<file path="src/rtl/byte_deserializer.sv">
// byte_deserializer
//   Packs a stream of 8-bit UART bytes into N-bit operand words for the
//   modular-exponentiation core.
//   The byte order is selectable. A word may be ended early with in_last,
//   which zero-pads the unused lanes. A partly built word can be discarded
//   with flush. Both sides use ready/valid handshakes.
//
// Parameters
//   N          output word width (multiple of 8, >= 16)
//   MSB_FIRST  1: first byte lands in [N-1:N-8]; 0: first byte lands in [7:0]
//   CW         byte counter width, 2^CW > N/8
//
// Ports
//   clk, rst        clock, asynchronous active-high reset
//   in_valid        in_byte/in_last are valid this cycle
//   in_byte         received byte
//   in_last         this byte ends the current word
//   in_ready        byte accepted when in_valid && in_ready
//   flush           discard the partial word (synchronous)
//   out_word        assembled word
//   out_nbytes      valid bytes in out_word (1..N/8)
//   out_valid       out_word/out_nbytes valid
//   out_ready       consumer takes the word when out_valid && out_ready
//   partial_count   bytes currently held in the assembly register
module byte_deserializer #(
  parameter int N         = 16,
  parameter bit MSB_FIRST = 1'b1,
  parameter int CW        = 2
) (
  input  logic          clk,
  input  logic          rst,
  input  logic          in_valid,
  input  logic [7:0]    in_byte,
  input  logic          in_last,
  output logic          in_ready,
  input  logic          flush,
  output logic [N-1:0]  out_word,
  output logic [CW-1:0] out_nbytes,
  output logic          out_valid,
  input  logic          out_ready,
  output logic [CW-1:0] partial_count
);

  localparam int            BYTES    = N / 8;
  localparam logic [CW-1:0] LAST_IDX = CW'(BYTES - 1);

  logic [N-1:0]  asm_reg;
  logic [CW-1:0] cnt;
  logic [N-1:0]  word_next;
  logic          slot_free;
  logic          completing;
  logic          accept;

  assign slot_free     = !out_valid || out_ready;
  assign completing    = in_last || (cnt == LAST_IDX);

  // A non-completing byte never touches the output register. It may
  // therefore be accepted while a finished word is still waiting for the
  // consumer.
  assign in_ready      = !flush && (slot_free || ((cnt < LAST_IDX) && !in_last));
  assign accept        = in_valid && in_ready;
  assign partial_count = cnt;

  // The assembly register with the incoming byte placed in lane cnt.
  // Every lane above cnt is forced to zero. For a non-completing byte this
  // is the next value of asm_reg. For a completing byte it is the padded
  // output word.
  always_comb begin
    word_next = '0;
    for (int k = 0; k < BYTES; k++) begin
      if (MSB_FIRST) begin
        if (CW'(k) == cnt)
          word_next[N-8-8*k +: 8] = in_byte;
        else if (CW'(k) < cnt)
          word_next[N-8-8*k +: 8] = asm_reg[N-8-8*k +: 8];
      end else begin
        if (CW'(k) == cnt)
          word_next[8*k +: 8] = in_byte;
        else if (CW'(k) < cnt)
          word_next[8*k +: 8] = asm_reg[8*k +: 8];
      end
    end
  end

  // Assembly register and byte counter.
  // flush also blocks in_ready, so it can never collide with an accept.
  always_ff @(posedge clk or posedge rst) begin
    if (rst) begin
      asm_reg <= '0;
      cnt     <= '0;
    end else if (flush) begin
      asm_reg <= '0;
      cnt     <= '0;
    end else if (accept) begin
      if (completing) begin
        asm_reg <= '0;
        cnt     <= '0;
      end else begin
        asm_reg <= word_next;
        cnt     <= cnt + CW'(1);
      end
    end
  end

  // Output register.
  // A completing accept is only possible when the slot is free. Loading a
  // new word therefore also covers the case where the old word is handed
  // off in the same cycle.
  always_ff @(posedge clk or posedge rst) begin
    if (rst) begin
      out_word   <= '0;
      out_nbytes <= '0;
      out_valid  <= 1'b0;
    end else if (accept && completing) begin
      out_word   <= word_next;
      out_nbytes <= cnt + CW'(1);
      out_valid  <= 1'b1;
    end else if (out_valid && out_ready) begin
      out_valid  <= 1'b0;
    end
  end

endmodule
</file>
<file path="config.mk">
export PLATFORM = sky130hd
export DESIGN_NAME = byte_deserializer
export DESIGN_NICKNAME = d
export VERILOG_FILES = /design/src/rtl/byte_deserializer.sv
export SDC_FILE = /design/constraint.sdc
export NUM_CORES = 1
export LEC_CHECK = 0
export CAP_MARGIN = 20
export CORE_MARGIN = 1.5
export CORE_UTILIZATION = 40
export CTS_CLUSTER_SIZE = 10
export DETAILED_ROUTE_END_ITERATION = 6
export PLACE_DENSITY_LB_ADDON = 0.2
export SETUP_SLACK_MARGIN = 0.3
export SKIP_LAST_GASP = 1
export SLEW_MARGIN = 10
export SYNTH_ARGS = -nofsm -noshare
export SYNTH_HDL_FRONTEND = slang
export SYNTH_SLANG_ARGS = --single-unit
</file>
<file path="constraint.sdc">
create_clock -name clk -period 4.7 [get_ports clk]
set_input_delay 0.47 -clock clk [delete_from_list [all_inputs] [get_ports clk]]
set_output_delay 0.47 -clock clk [all_outputs]
set_load 0.005 [all_outputs]
</file>
======== Yosys cells after proc, flatten, opt, wreduce, memory -nomap -nowiden ========
Index checks and enable logic that the tools add are counted.
storage, ports and cells
  memory bits (writable) .................. 0
  register bits after elaboration ......... 37
  input port bits ......................... 14
  memories kept ........................... 0
  latch bits .............................. 0
  logic and storage cells ................. 37
  ROM bits ................................ 0
cells by class
  $mul .................................... 0
  multiplexer cells ....................... 12
  shift-type cells ........................ 0
  bitwise logic cells ..................... 0
  add/subtract/negate cells ............... 1
  $lt $le $gt $ge ......................... 3
  div/mod/pow operators ................... 0
  reduce and logical (&&, ||, !) cells .... 14
  equality and inequality tests ........... 2
operators by type and width
  cell                                                                   number
  16-bit 2-to-1 mux                                                      3
  8-bit 2-to-1 mux                                                       4
  2-bit 2-to-1 mux                                                       3
  1-bit logical AND                                                      5
  1-bit by 2-bit < comparator with 1-bit output, first input constant    2
  2-bit nonzero test                                                     2
  1-bit zero test                                                        3
  1-bit logical OR                                                       3
  2-bit by 1-bit adder with 2-bit output, second input constant          1
  1-bit by 2-bit equality test with 1-bit output, first input constant   1
  2-bit by 1-bit equality test with 1-bit output, second input constant  1
  2-bit zero test                                                        1
  2-bit by 1-bit < comparator with 1-bit output, second input constant   1
  1-bit 2-to-1 mux                                                       2

======== Depth between registers and ports, before layout ========
  depth in word-level cells ............... 7
  depth in mapped cells ................... 9
  depth with buffers taken out ............ 5

======== Worst setup path before layout ========
Ideal clock, no wire load.
  path kind ............................... flip-flop to flip-flop
  from .................................... register cnt[1] (netlist: partial_count[1])
  to ...................................... register out_nbytes[0]
  period minus slack after synthesis ...... 2.044 ns
  library setup time ...................... 0.125 ns
  buffers on the path ..................... 3
  cell stages (with the launch flop) ...... 9
  setup slack ............................. 2.656 ns
  arrival ................................. 1.919 ns
  required time ........................... 4.575 ns
  cell sequence ........................... dfrtp_1 > clkbuf_1 > inv_1 > ha_1 > buf_6 > nand2b_4 > a211oi_4 > buf_6 > mux2_4
on the way
  cells in the longest elaborated chain, start to end .. 6
ends and longest elaborated chain
  item                                           line  text
  start: declaration                             48    logic [CW-1:0] cnt;
  start signal: assignment                       100   cnt <= cnt + CW'(1);
  2-bit by 1-bit < comparator with 1-bit output  60    assign in_ready = !flush && (slot_free || ((cnt < LAST_IDX) && !in_last));
  1-bit logical AND                              60
  1-bit logical OR                               60
  1-bit logical AND                              60
  1-bit logical AND                              61    assign accept = in_valid && in_ready;
  1-bit logical AND *                            114   end else if (accept && completing) begin
  end signal: assignment                         116   out_nbytes <= cnt + CW'(1);
  end: declaration                               38    output logic [CW-1:0] out_nbytes,
Every way passes the cells marked *; elsewhere a longest branch is shown, timed or not.
A chain may end at the register's enable or synchronous reset.

======== Worst setup path after layout ========
  from .................................... register cnt[1] (netlist: partial_count[1])
  to ...................................... output in_ready
on the way
  cells in the longest elaborated chain, start to end .. 4
ends and longest elaborated chain
  item                                           line  text
  2-bit by 1-bit < comparator with 1-bit output  60
  1-bit logical AND                              60
  1-bit logical OR                               60
  1-bit logical AND                              60
  end: declaration                               35    output logic in_ready,
No other way between the ends.

==> flow_metrics.tcl <==
set metrics [dict create \
    status "completed" \
    hold_depth 1 \
    dieArea_mm2 0.00505 \
    cts_buffers 5 \
    yosys_warnings 0 \
    routedWlPerCell_um 17.3 \
    pin_count 36 \
    r2r_end "out_word[14]" \
    p_switching_mw 0.221 \
    swShare_pct 25.8 \
    cts_hold_buf 0 \
    num_rows 24 \
    drt_iter0_drc 103 \
    critPathLaunch "partial_count[1]" \
    cp_max_fo 17 \
    pwr-share-clk_pct 28.3 \
    arrival_ps 2530 \
    grt_overflow 0 \
    netlist_area_mm2 0.00185 \
    initial_core_util_pct 42.0 \
    ir_drop_uv 188 \
    cts_sinks 37 \
    cts_buffer_depth 2 \
    synth_area_leaders "dfrtp_1 50%, mux2_2 11%, nand3b_1 6.5%" \
    drive_gt1_share_pct 18.9 \
    leakage_nw 0.932 \
    place.gp.congestion 0.712 \
    dieHeight_um 71.1 \
    rr_startpoint "partial_count[1]" \
    synth_seq_cells 37 \
    area_growth_pct 25.3 \
    ant_nets 0 \
    power_frac_seq_pct 45.6 \
    io_buffers 35 \
    post_cts_buffers 0 \
    path_clk_slew_ps 70 \
    tns_ps 0 \
    whs_endpoint "out_word[11]" \
    synth_top_area_share_pct 49.9 \
    clock_skew_ps 4.45 \
    critPathKind "reg2out" \
    hp-class "reg2reg" \
    drc 0 \
    syn_inst 156 \
    finalSetupViolations 0 \
    antenna_cells 0 \
    via_count 1359 \
    slew-limit-headroom_pct 29.2 \
    p_int_mw 0.636 \
    tritoncts "done" \
    seq_area_frac_synth_pct 49.9 \
    hold_viol 0 \
    min_period_ps 3000 \
    setup_ws_ps 1700 \
    period_share_pct 63.9 \
    nets 205 \
    core-area_mm2 0.00441 \
    r2r_cells 5 \
    synth_nets 172 \
    rsz0062_at_grt "false" \
    critPathLaunchType "flop" \
    grt_pass1_wl_mm 7.26 \
    grt_antenna_before_repair 0 \
    pwr_density_cell_mw_per_mm2 369 \
    cap_violations 0 \
    grt_max_degree 38 \
    most-common-layout-cells "37 x dfrtp_1, 35 x clkdlybuf4s50_1, 18 x mux2_2" \
    cts-root-buf "clkbuf_8" \
    clock.fmax_mhz 333 \
    dpl.hpwl_mm 2.85 \
    synth_top_cell_by_area "dfrtp_1" \
    pre_cts_slack_ps 1520 \
    drt_wl_total_mm 4.18 \
    detail_route.vias_per_cell 5.62 \
    synth_cell_type_count 30 \
    die_x_um 71.1 \
    min-delay-start "out_word[11]" \
    reg2reg_slack_ps 1740 \
    cts_resized 0 \
    htreeDepth 2 \
    avgSynthCellArea_um2 11.9 \
    crit_path_end_kind "output port" \
    final_common_cell "dfrtp_1" \
    grt_usage_pct 18.4 \
    slew_violations 0 \
    critical_path_required_ps 4230 \
    grt_pass1_vias 1477 \
    drt_first_pass_iters 4 \
    worst_slew_pin_slew_ps 1060 \
    insertion_delay_ps 290 \
    combinationalPowerShare_pct 26.2 \
]
[through the flow]
step | area (um2) | hold slack, ps | utilization (%) | instances | power (mW)
2_1_floorplan | 1850 | 486 | - | 156 | 0.504
3_3_place_gp | 2220 | 495 | 50.3 | 234 | 0.617
3_5_place_dp | 2220 | 496 | 50.3 | 234 | 0.623
4_1_cts | 2320 | 513 | 52.6 | 242 | 0.867
5_1_grt | 2320 | 539 | 52.6 | 242 | 0.902
6_report | 2320 | 510 | 52.6 | 242 | 0.857
[kinds of logic (layout without fill, tap and decap cells)]
logic type,count (synthesis),count (layout),share of synthesized area (%)
buf+inv,15,49,3.98
fa+ha+maj,2,2,1.35
flops,37,37,49.9
simple gates,53,53,19.0
compound gates,29,29,13.4
mux,20,20,12.3
[worst max path at each step]
| stage | end | slack, ps | cells past startpoint |
|---|---|---|---|
| CTS | in_ready | 1680 | 5 |
| floorplan | out_nbytes[0] | 2660 | 8 |
| global placement | out_word[13] | 1670 | 4 |
| detailed placement | out_word[15] | 1520 | 4 |
| global route | in_ready | 1510 | 5 |
| finish | in_ready | 1700 | 5 |
[power by group through the flow]
stage | clock network (mW) | logic, mW | registers [mW]
6_report | 0.242 | 0.224 | 0.390
5_1_grt | 0.262 | 0.243 | 0.397
4_1_cts | 0.248 | 0.228 | 0.391
3_5_place_dp | 0 | 0.227 | 0.397
3_3_place_gp | 0 | 0.222 | 0.395
2_1_floorplan | 0 | 0.107 | 0.397
[final cells by class]
class / instances / area, um2
fillers: 404 / 2090
inverters: 5 / 18.8
repair buffers: 36 / 358
multi-input cells: 104 / 855
clock inverters: 1 / 5.00
flip-flops and latches: 37 / 926
clock buffers: 7 / 96.3
well taps: 52 / 65.1
[cells in the mapped netlist]
master and number:
and2_1 8, nor4b_2 1, nand2_1 2, a211oi_4 1
nor3b_1 7, nor3_1 1, or2_2 1, o211ai_1 8
nand2b_4 1, mux2_2 18, nand2b_1 4, buf_2 2
nand3_1 8, buf_1 1, a221oi_1 1, mux2_4 1
clkbuf_1 5, dfrtp_1 37, nand3b_1 16, a21oi_1 3
ha_1 2, a2bb2oi_1 4, nor2b_1 1, a2bb2oi_2 4
nor2_1 3, buf_6 2, mux2i_1 1, inv_1 4
clkinv_1 1, o22ai_1 8
[critical path: stages (launching register included)]
cell	delay, ps
dfrtp_1	510
inv_1	130
ha_1	630
nand2b_4	250
a21oi_1	200
clkdlybuf4s50_1	530
[routing by layer]
layer  GRT usage [%]  up-vias  share of wire [%]
met4            6.29        0                1.5
li1                -      638                  -
met3            3.85        8                4.2
met1            25.3      678                 46
met2            29.1       35                 48
met5               0        -                  0
No activity file was read; power rests on OpenSTA's default activity.
